**src/rtl/accel_mem_ctrl.sv**
```systemverilog
// SHA accelerator memory-port initiator: fetches one 64-byte block for the accel, then writes
// the 256-bit result back as word beats over the memory port shared with the CPU.
module accel_mem_ctrl #(
  parameter int ADDR_W = 16,
  parameter int BLK_W  = 512,
  parameter int WORD_W = 32,
  parameter int RES_W  = 256
) (
  input  logic              clk,
  input  logic              rst,
  input  logic              start,
  input  logic [ADDR_W-1:0] src_addr,
  input  logic [ADDR_W-1:0] dst_addr,
  output logic              busy,
  output logic              done,
  output logic              mem_req,
  input  logic              mem_gnt,
  output logic [ADDR_W-1:0] mem_addr,
  output logic [WORD_W-1:0] mem_wrt_data,
  output logic              mem_wrt_en,
  input  logic [BLK_W-1:0]  mem_rd_data,
  output logic [BLK_W-1:0]  blk_data,
  output logic              blk_valid,
  input  logic              blk_ready,
  input  logic [RES_W-1:0]  res_data,
  input  logic              res_valid,
  output logic              res_ready
);

  localparam int BEATS   = RES_W / WORD_W;
  localparam int BEAT_W  = $clog2(BEATS);
  localparam int BYTE_SH = $clog2(WORD_W / 8);
  localparam logic [BEAT_W-1:0] LAST_BEAT = BEAT_W'(BEATS - 1);

  typedef enum logic [2:0] {
    IDLE,
    RD_REQ,
    RD_CAP,
    OFFER,
    WAIT_RES,
    WR_BURST,
    DONE
  } state_t;

  state_t            state, state_nxt;
  logic [ADDR_W-1:0] src_lat, dst_lat;
  logic [RES_W-1:0]  res_lat;
  logic [BEAT_W-1:0] beat;

  // Byte address of a write beat; truncation to ADDR_W gives the mod-2^ADDR_W wrap.
  function automatic logic [ADDR_W-1:0] beat_addr(input logic [ADDR_W-1:0] base,
                                                  input logic [BEAT_W-1:0] idx);
    return base + (ADDR_W'(idx) << BYTE_SH);
  endfunction

  always_ff @(posedge clk) begin
    if (rst) begin
      state    <= IDLE;
      src_lat  <= '0;
      dst_lat  <= '0;
      res_lat  <= '0;
      beat     <= '0;
      blk_data <= '0;
    end else begin
      state <= state_nxt;
      case (state)
        IDLE: begin
          if (start) begin
            src_lat <= src_addr;
            dst_lat <= dst_addr;
          end
        end
        RD_CAP: blk_data <= mem_rd_data;
        WAIT_RES: begin
          if (res_valid) begin
            res_lat <= res_data;
            beat    <= '0;
          end
        end
        WR_BURST: begin
          if (mem_gnt) beat <= beat + 1'b1;
        end
        default: ;
      endcase
    end
  end

  always_comb begin
    state_nxt    = state;
    busy         = (state != IDLE);
    done         = 1'b0;
    mem_req      = 1'b0;
    mem_addr     = '0;
    mem_wrt_data = '0;
    mem_wrt_en   = 1'b0;
    blk_valid    = 1'b0;
    res_ready    = 1'b0;
    case (state)
      IDLE: begin
        if (start) state_nxt = RD_REQ;
      end
      RD_REQ: begin
        mem_req  = 1'b1;
        mem_addr = src_lat;
        if (mem_gnt) state_nxt = RD_CAP;
      end
      RD_CAP: state_nxt = OFFER;
      OFFER: begin
        blk_valid = 1'b1;
        if (blk_ready) state_nxt = WAIT_RES;
      end
      WAIT_RES: begin
        res_ready = 1'b1;
        if (res_valid) state_nxt = WR_BURST;
      end
      WR_BURST: begin
        mem_req      = 1'b1;
        mem_addr     = beat_addr(dst_lat, beat);
        mem_wrt_data = res_lat[int'(beat)*WORD_W +: WORD_W];
        // Strobe is masked by rst so a reset mid-burst aborts before the current beat lands.
        mem_wrt_en   = mem_gnt & ~rst;
        if (mem_gnt && beat == LAST_BEAT) state_nxt = DONE;
      end
      DONE: begin
        done      = 1'b1;
        state_nxt = IDLE;
      end
      default: state_nxt = IDLE;
    endcase
  end

endmodule

```
**config.mk**
```make
export PLATFORM = sky130hd
export DESIGN_NAME = accel_mem_ctrl
export DESIGN_NICKNAME = d
export VERILOG_FILES = /design/src/rtl/accel_mem_ctrl.sv
export SDC_FILE = /design/constraint.sdc
export NUM_CORES = 2
export LEC_CHECK = 0
export CORE_AREA = 2 2 530 532
export CTS_BUF_LIST = sky130_fd_sc_hd__clkbuf_4
export DETAILED_ROUTE_END_ITERATION = 10
export DIE_AREA = 0 0 532 534
export PLACE_DENSITY = 0.32
export SETUP_SLACK_MARGIN = 0.2
export SLEW_MARGIN = 30
export SYNTH_ARGS = -nofsm -noshare
export SYNTH_HDL_FRONTEND = slang
export SYNTH_SLANG_ARGS = --single-unit
```
**constraint.sdc**
```tcl
create_clock -name clk -period 2.4 [get_ports clk]
set_input_delay 0.36 -clock clk [delete_from_list [all_inputs] [get_ports clk]]
set_output_delay 0.36 -clock clk [all_outputs]
set_load 0.01 [all_outputs]
```
Yosys cells after proc, flatten, opt, wreduce, memory -nomap -nowiden
Index checks and enable logic that the tools add are counted.
{"block": "word_totals", "reg_bits": 806, "inputBits": 806, "output_inout_bits": 566}
{"block": "classes", "n_addsub": 2, "eq_ne": 13, "n_shift": 1, "n_mux": 16, "n_bitwise": 2, "reduce_logical": 9}
{"op": "256-bit by 9-bit variable part select with 32-bit output", "n": 1}
{"op": "32-bit two-way mux", "n": 1}
{"op": "16-bit case mux with 2 select lines", "n": 1}
{"op": "3-bit two-way mux", "n": 7}
{"op": "3-bit case mux with 6 select lines", "n": 1}
{"op": "16-bit by 5-bit adder with 16-bit output", "n": 1}
{"op": "3-bit equality test (second input constant)", "n": 4}
{"op": "2-bit != test (second input constant)", "n": 6}
{"op": "3-bit by 2-bit equality test with 1-bit output (second input constant)", "n": 2}
{"op": "3-bit case mux with 2 select lines", "n": 1}
{"op": "1-bit two-way mux", "n": 5}
{"op": "5-bit AND reduction", "n": 1}
{"op": "2-bit AND reduction", "n": 2}
{"op": "3-bit by 1-bit adder with 3-bit output (second input constant)", "n": 1}
{"op": "3-bit by 1-bit equality test with 1-bit output (second input constant)", "n": 1}
{"op": "3-bit zero test", "n": 1}
{"op": "3-bit AND reduction", "n": 1}
{"op": "3-bit nonzero test", "n": 1}
{"op": "2-bit nonzero test", "n": 1}
{"op": "2-bit OR reduction", "n": 1}
{"op": "1-bit AND", "n": 1}
{"op": "1-bit logical AND", "n": 1}
{"op": "1-bit inverter", "n": 1}

Depth between registers and ports, before layout
{"block": "depth", "ltp_word": 4, "ltp_mapped": 8, "ltp_nobuf": 7}

Least setup slack after synthesis
No wires, ideal clock.
{"block": "synth_timing", "kind": "register to output", "from": "register beat[1]", "to": "output port mem_addr[12]", "t_arrival_ps": 2032, "required_ps": 2040, "setup_slack_ps": 8, "stages_incl_launch_ff": 9, "path_buffers": 2, "cell_sequence": "dfxtp_1 -> buf_2 -> buf_2 -> inv_1 -> fa_1 -> nor2b_1 -> o2111ai_1 -> xor2_1 -> a21oi_1"}
{"block": "synth_between", "elab_chain_cells": 2}
{"element": "from (decl)", "line": "48", "source": "logic [BEAT_W-1:0] beat;"}
{"element": "from (signal assigned)", "line": "81", "source": "if (mem_gnt) beat <= beat + 1'b1;"}
{"element": "16-bit by 5-bit adder with 16-bit output", "line": "53", "source": "return base + (ADDR_W'(idx) << BYTE_SH);"}
{"element": "16-bit case mux with 2 select lines", "line": "98", "source": "case (state)"}
{"element": "to (decl)", "line": "18", "source": "output logic [ADDR_W-1:0] mem_addr,"}
Every way passes these cells.

Final worst setup path
{"block": "layout_timing", "from": "register beat[0]", "to": "output port mem_wrt_data[4]"}
{"block": "layout_between", "elab_chain_cells": 2}
{"element": "256-bit by 9-bit variable part select with 32-bit output", "line": "119", "source": "mem_wrt_data = res_lat[int'(beat)*WORD_W +: WORD_W];"}
{"element": "32-bit two-way mux", "line": "98"}
{"element": "to (decl)", "line": "19", "source": "output logic [WORD_W-1:0] mem_wrt_data,"}
Every way passes these cells.

==> results.json <==
{
  "timing.critical_path.required_ns": 2.04,
  "critical_path.cell_chain": "buf_12 > buf_12 > buf_16 > mux4_2 > mux2i_4 > nor2_4 > buf_12",
  "post_synth_edffs": 0,
  "path_clk_slew_ns": 0.06,
  "detail_route.drc_violations": 0,
  "crit_fanout": 6,
  "cts_inserted_buffers": 277,
  "core_area_sq_um": 278000,
  "io_buffer_count": 1371,
  "final.min_clock_period_ns": 3.44,
  "worst-r2r-setup-slack_ns": 0.09,
  "clk-insertion-delay-late_ns": 1.24,
  "via_count": 37300,
  "cts_max_level": 5,
  "crit_path_end_kind": "output pin",
  "floorplan.die.height_um": 534,
  "post_dp_cell_area_sq_um": 48900,
  "globalRoute.totalOverflow": 0,
  "met1_length_um": 91500,
  "worst_setup_path_endpoint": "mem_wrt_data[4]",
  "finalHoldWorstSlack_ns": 0.231,
  "clock_tree.root_cell": "sky130_fd_sc_hd__clkbuf_4",
  "syn-cell-area_sq_um": 30200,
  "gr-usage-all-layers_pct": 15.9,
  "power_density_nw_per_um2": 559,
  "synth-seq-cells": 806,
  "syn_nets": 4562,
  "critical_path.n_buffers_inverters": 4,
  "path_class": "flip-flop to output pin",
  "drt-pass1-iter-count": 5,
  "slew_violations": 0,
  "worst_slew_pin_slew_ns": 0.939,
  "detailed_place_hpwl_um": 190000,
  "violations": "setup timing",
  "maxSlewHeadroom_pct": 37.4,
  "first_global_vias": 38200,
  "clock.fmax_ghz": 0.291,
  "cts_max_path_bufs": 4,
  "syn_to_final_growth_pct": 114,
  "first_pass_grt_wire_length_um": 316000,
  "die_x_um": 532,
  "async_flop_share_pct": 0,
  "switching_power_uw": 10500,
  "synth_unique_cells": 43,
  "avgRoutedWirePerCell_um": 23.3,
  "unrepaired_setup_endpoints_after_global_routing": "yes",
  "worst_r2r_path_depth": 12,
  "top_layer_used": "met5",
  "finalHoldViolations": 0,
  "drive_above_1_share_pct": 32.1,
  "initial_antenna_violation_count": 229,
  "postRouteWirelength_um": 238000,
  "clk_pwr_share_pct": 43.1,
  "final_common_cell": "sky130_fd_sc_hd__nand2_1",
  "drt-vias-per-instance": 3.65,
  "finish.utilization_pct": 23.2,
  "routabilityCongestion": 0.877,
  "worst_ir_drop_vdd_uv": 259,
  "tritoncts": "done",
  "postSynth.topFlopCell": "sky130_fd_sc_hd__dfxtp_1",
  "pin_count": 1372,
  "outcome": "finished with violations",
  "clock_sink_count": 806,
  "finalSetupTns_ns": -44.16,
  "internal_power_uw": 25600,
  "critPathSlowestCell": "sky130_fd_sc_hd__mux4_2",
  "postRouteAntennaNets": 0,
  "setup_viol_count_final": 54,
  "fin_nets": 7036,
  "cell_count_after_synthesis": 3750,
  "power_leakage_uw": 0.0234,
  "layout_common_cells": "sky130_fd_sc_hd__nand2_1, sky130_fd_sc_hd__dlygate4sd3_1, sky130_fd_sc_hd__clkdlybuf4s50_1",
  "min_period_over_period_pct": 143,
  "slowest_stage_delay_cp_ns": 0.52,
  "die_area_sq_um": 284000,
  "cp-start-kind": "flip-flop",
  "clock-skew-final_ns": 0.0904,
  "hold_class": "input port to flip-flop",
  "r2r-start": "state[2]",
  "post-place-ws_ns": -0.408,
  "critical_path.reg2reg.endpoint": "blk_data[262]",
  "grt_start_max_net_pins": 144,
  "rows": 194,
  "syn_area_per_cell_sq_um": 8.07,
  "critical_path_cell_count": 7,
  "start_util_pct": 10.9,
  "worst_path_most_repeated_cell": "sky130_fd_sc_hd__buf_12",
  "critPathTopFamily": "multiplexers",
  "drt_iter0_markers": 1751,
  "yosysWarningCount": 0,
  "synth_seq_area_share_pct": 53.3,
  "power.share.sequential_pct": 39.4,
  "met3_length_um": 20500,
  "fin_ws_ns": -1.04,
  "fin_area_sq_um": 64600,
  "critical_path_arrival_ns": 3.08,
  "switching_share_of_total_power_pct": 29.1,
  "wl_met2_um": 118000,
  "power.share.combinational_pct": 17.5,
  "maxCapViolations": 0,
  "filler_cell_count": 30900,
  "crit_start": "beat[0]"
}
layer usage:
layer / vias to the layer above / global-route usage (%)
met5: - / 0
met4: 114 / 4.53
met3: 556 / 6.20
met2: 1558 / 28.2
met1: 17500 / 17.4
li1: 17500 / -
timing repair:
action,in CTS,in global routing
endpoints found under the setup margin,566,302
hold buffers,829,0
cloned,5,3
setup buffers,87,70
gates resized for setup,3729,245
pin swaps,22,28
endpoints found under the hold margin,806,0
power by group through the flow:
stage          logic (uW)  clock network, uW  registers [uW]
5_1_grt              6740              17100           14300
6_report             6330              15600           14200
2_1_floorplan        1190                  0           14500
4_1_cts              6230              16400           14200
3_5_place_dp         4630                  0           14400
3_3_place_gp         4630                  0           14400
cell usage after synthesis (all sizes together), types with 4 or more instances:
cell / instances / area [sq um]
dfxtp: 806 / 16100
inv: 5 / 18.8
a21oi: 814 / 4070
clkbuf: 164 / 616
nor2: 42 / 158
mux4: 64 / 1440
nor2b: 4 / 25.0
and2: 4 / 25.0
ha: 5 / 62.6
xnor2: 4 / 35.0
xor2: 6 / 52.6
mux2i: 37 / 370
o21ai: 13 / 65.1
nand2b: 5 / 31.3
nand2: 1608 / 6040
buf: 133 / 817
worst min-delay path by stage:
stage,cells past startpoint,end,startpoint,slack (ns)
5_1_grt,4,blk_data[112],mem_rd_data[112],0.09
4_1_cts,4,blk_data[346],mem_rd_data[346],0.001
3_5_place_dp,2,res_lat[80],res_lat[80],0.44
6_report,4,blk_data[27],mem_rd_data[27],0.23
3_3_place_gp,2,blk_data[328],blk_data[328],0.44
2_1_floorplan,2,src_lat[10],src_lat[10],0.43
sequential cells by signal, summed over array words and instances, names as in the netlist:
| name | cells |
|---|---|
| blk_data | 512 |
| res_lat | 256 |
| dst_lat | 16 |
| src_lat | 16 |
| beat | 3 |
| state | 3 |
tightest hold or removal path: cells and delay by family:
| family | cells | cell delay (ns) |
|---|---|---|
| compound gates | 1 | 0.05 |
| buf+inv | 2 | 0.95 |
| simple gates | 1 | 0.06 |
layout make-up:
type	instances	area [sq um]	share of cell area [%]
inverter	5	21.3	0.0329
antenna	101	253	0.391
clock inverter	66	505	0.783
timing repair buffer	2492	25700	39.8
sequential	806	16900	26.1
clock buffer	393	2950	4.57
tap	3724	4660	7.21
multi-input combinational	2642	13700	21.1
stage by stage:
stage,total power (uW),instances
final,36100,10200
after CTS,36900,10100
after global routing,38100,10200
after detailed placement,19100,8675
after floorplan,15700,3750
after global placement,19100,8675
cells by family after synthesis:
family                   count (synthesis)  synth area share [%]
flip-flops                             806                  53.3
XOR/XNOR                                10                 0.290
AO/OA/AOI/OAI                          840                  14.0
buffers and inverters                  302                  4.80
adder cells (fa/ha/maj)                  6                 0.273
AND/OR/NAND/NOR                       1684                  21.2
multiplexers                           102                  6.03
Power figures use the tool's default switching activity.
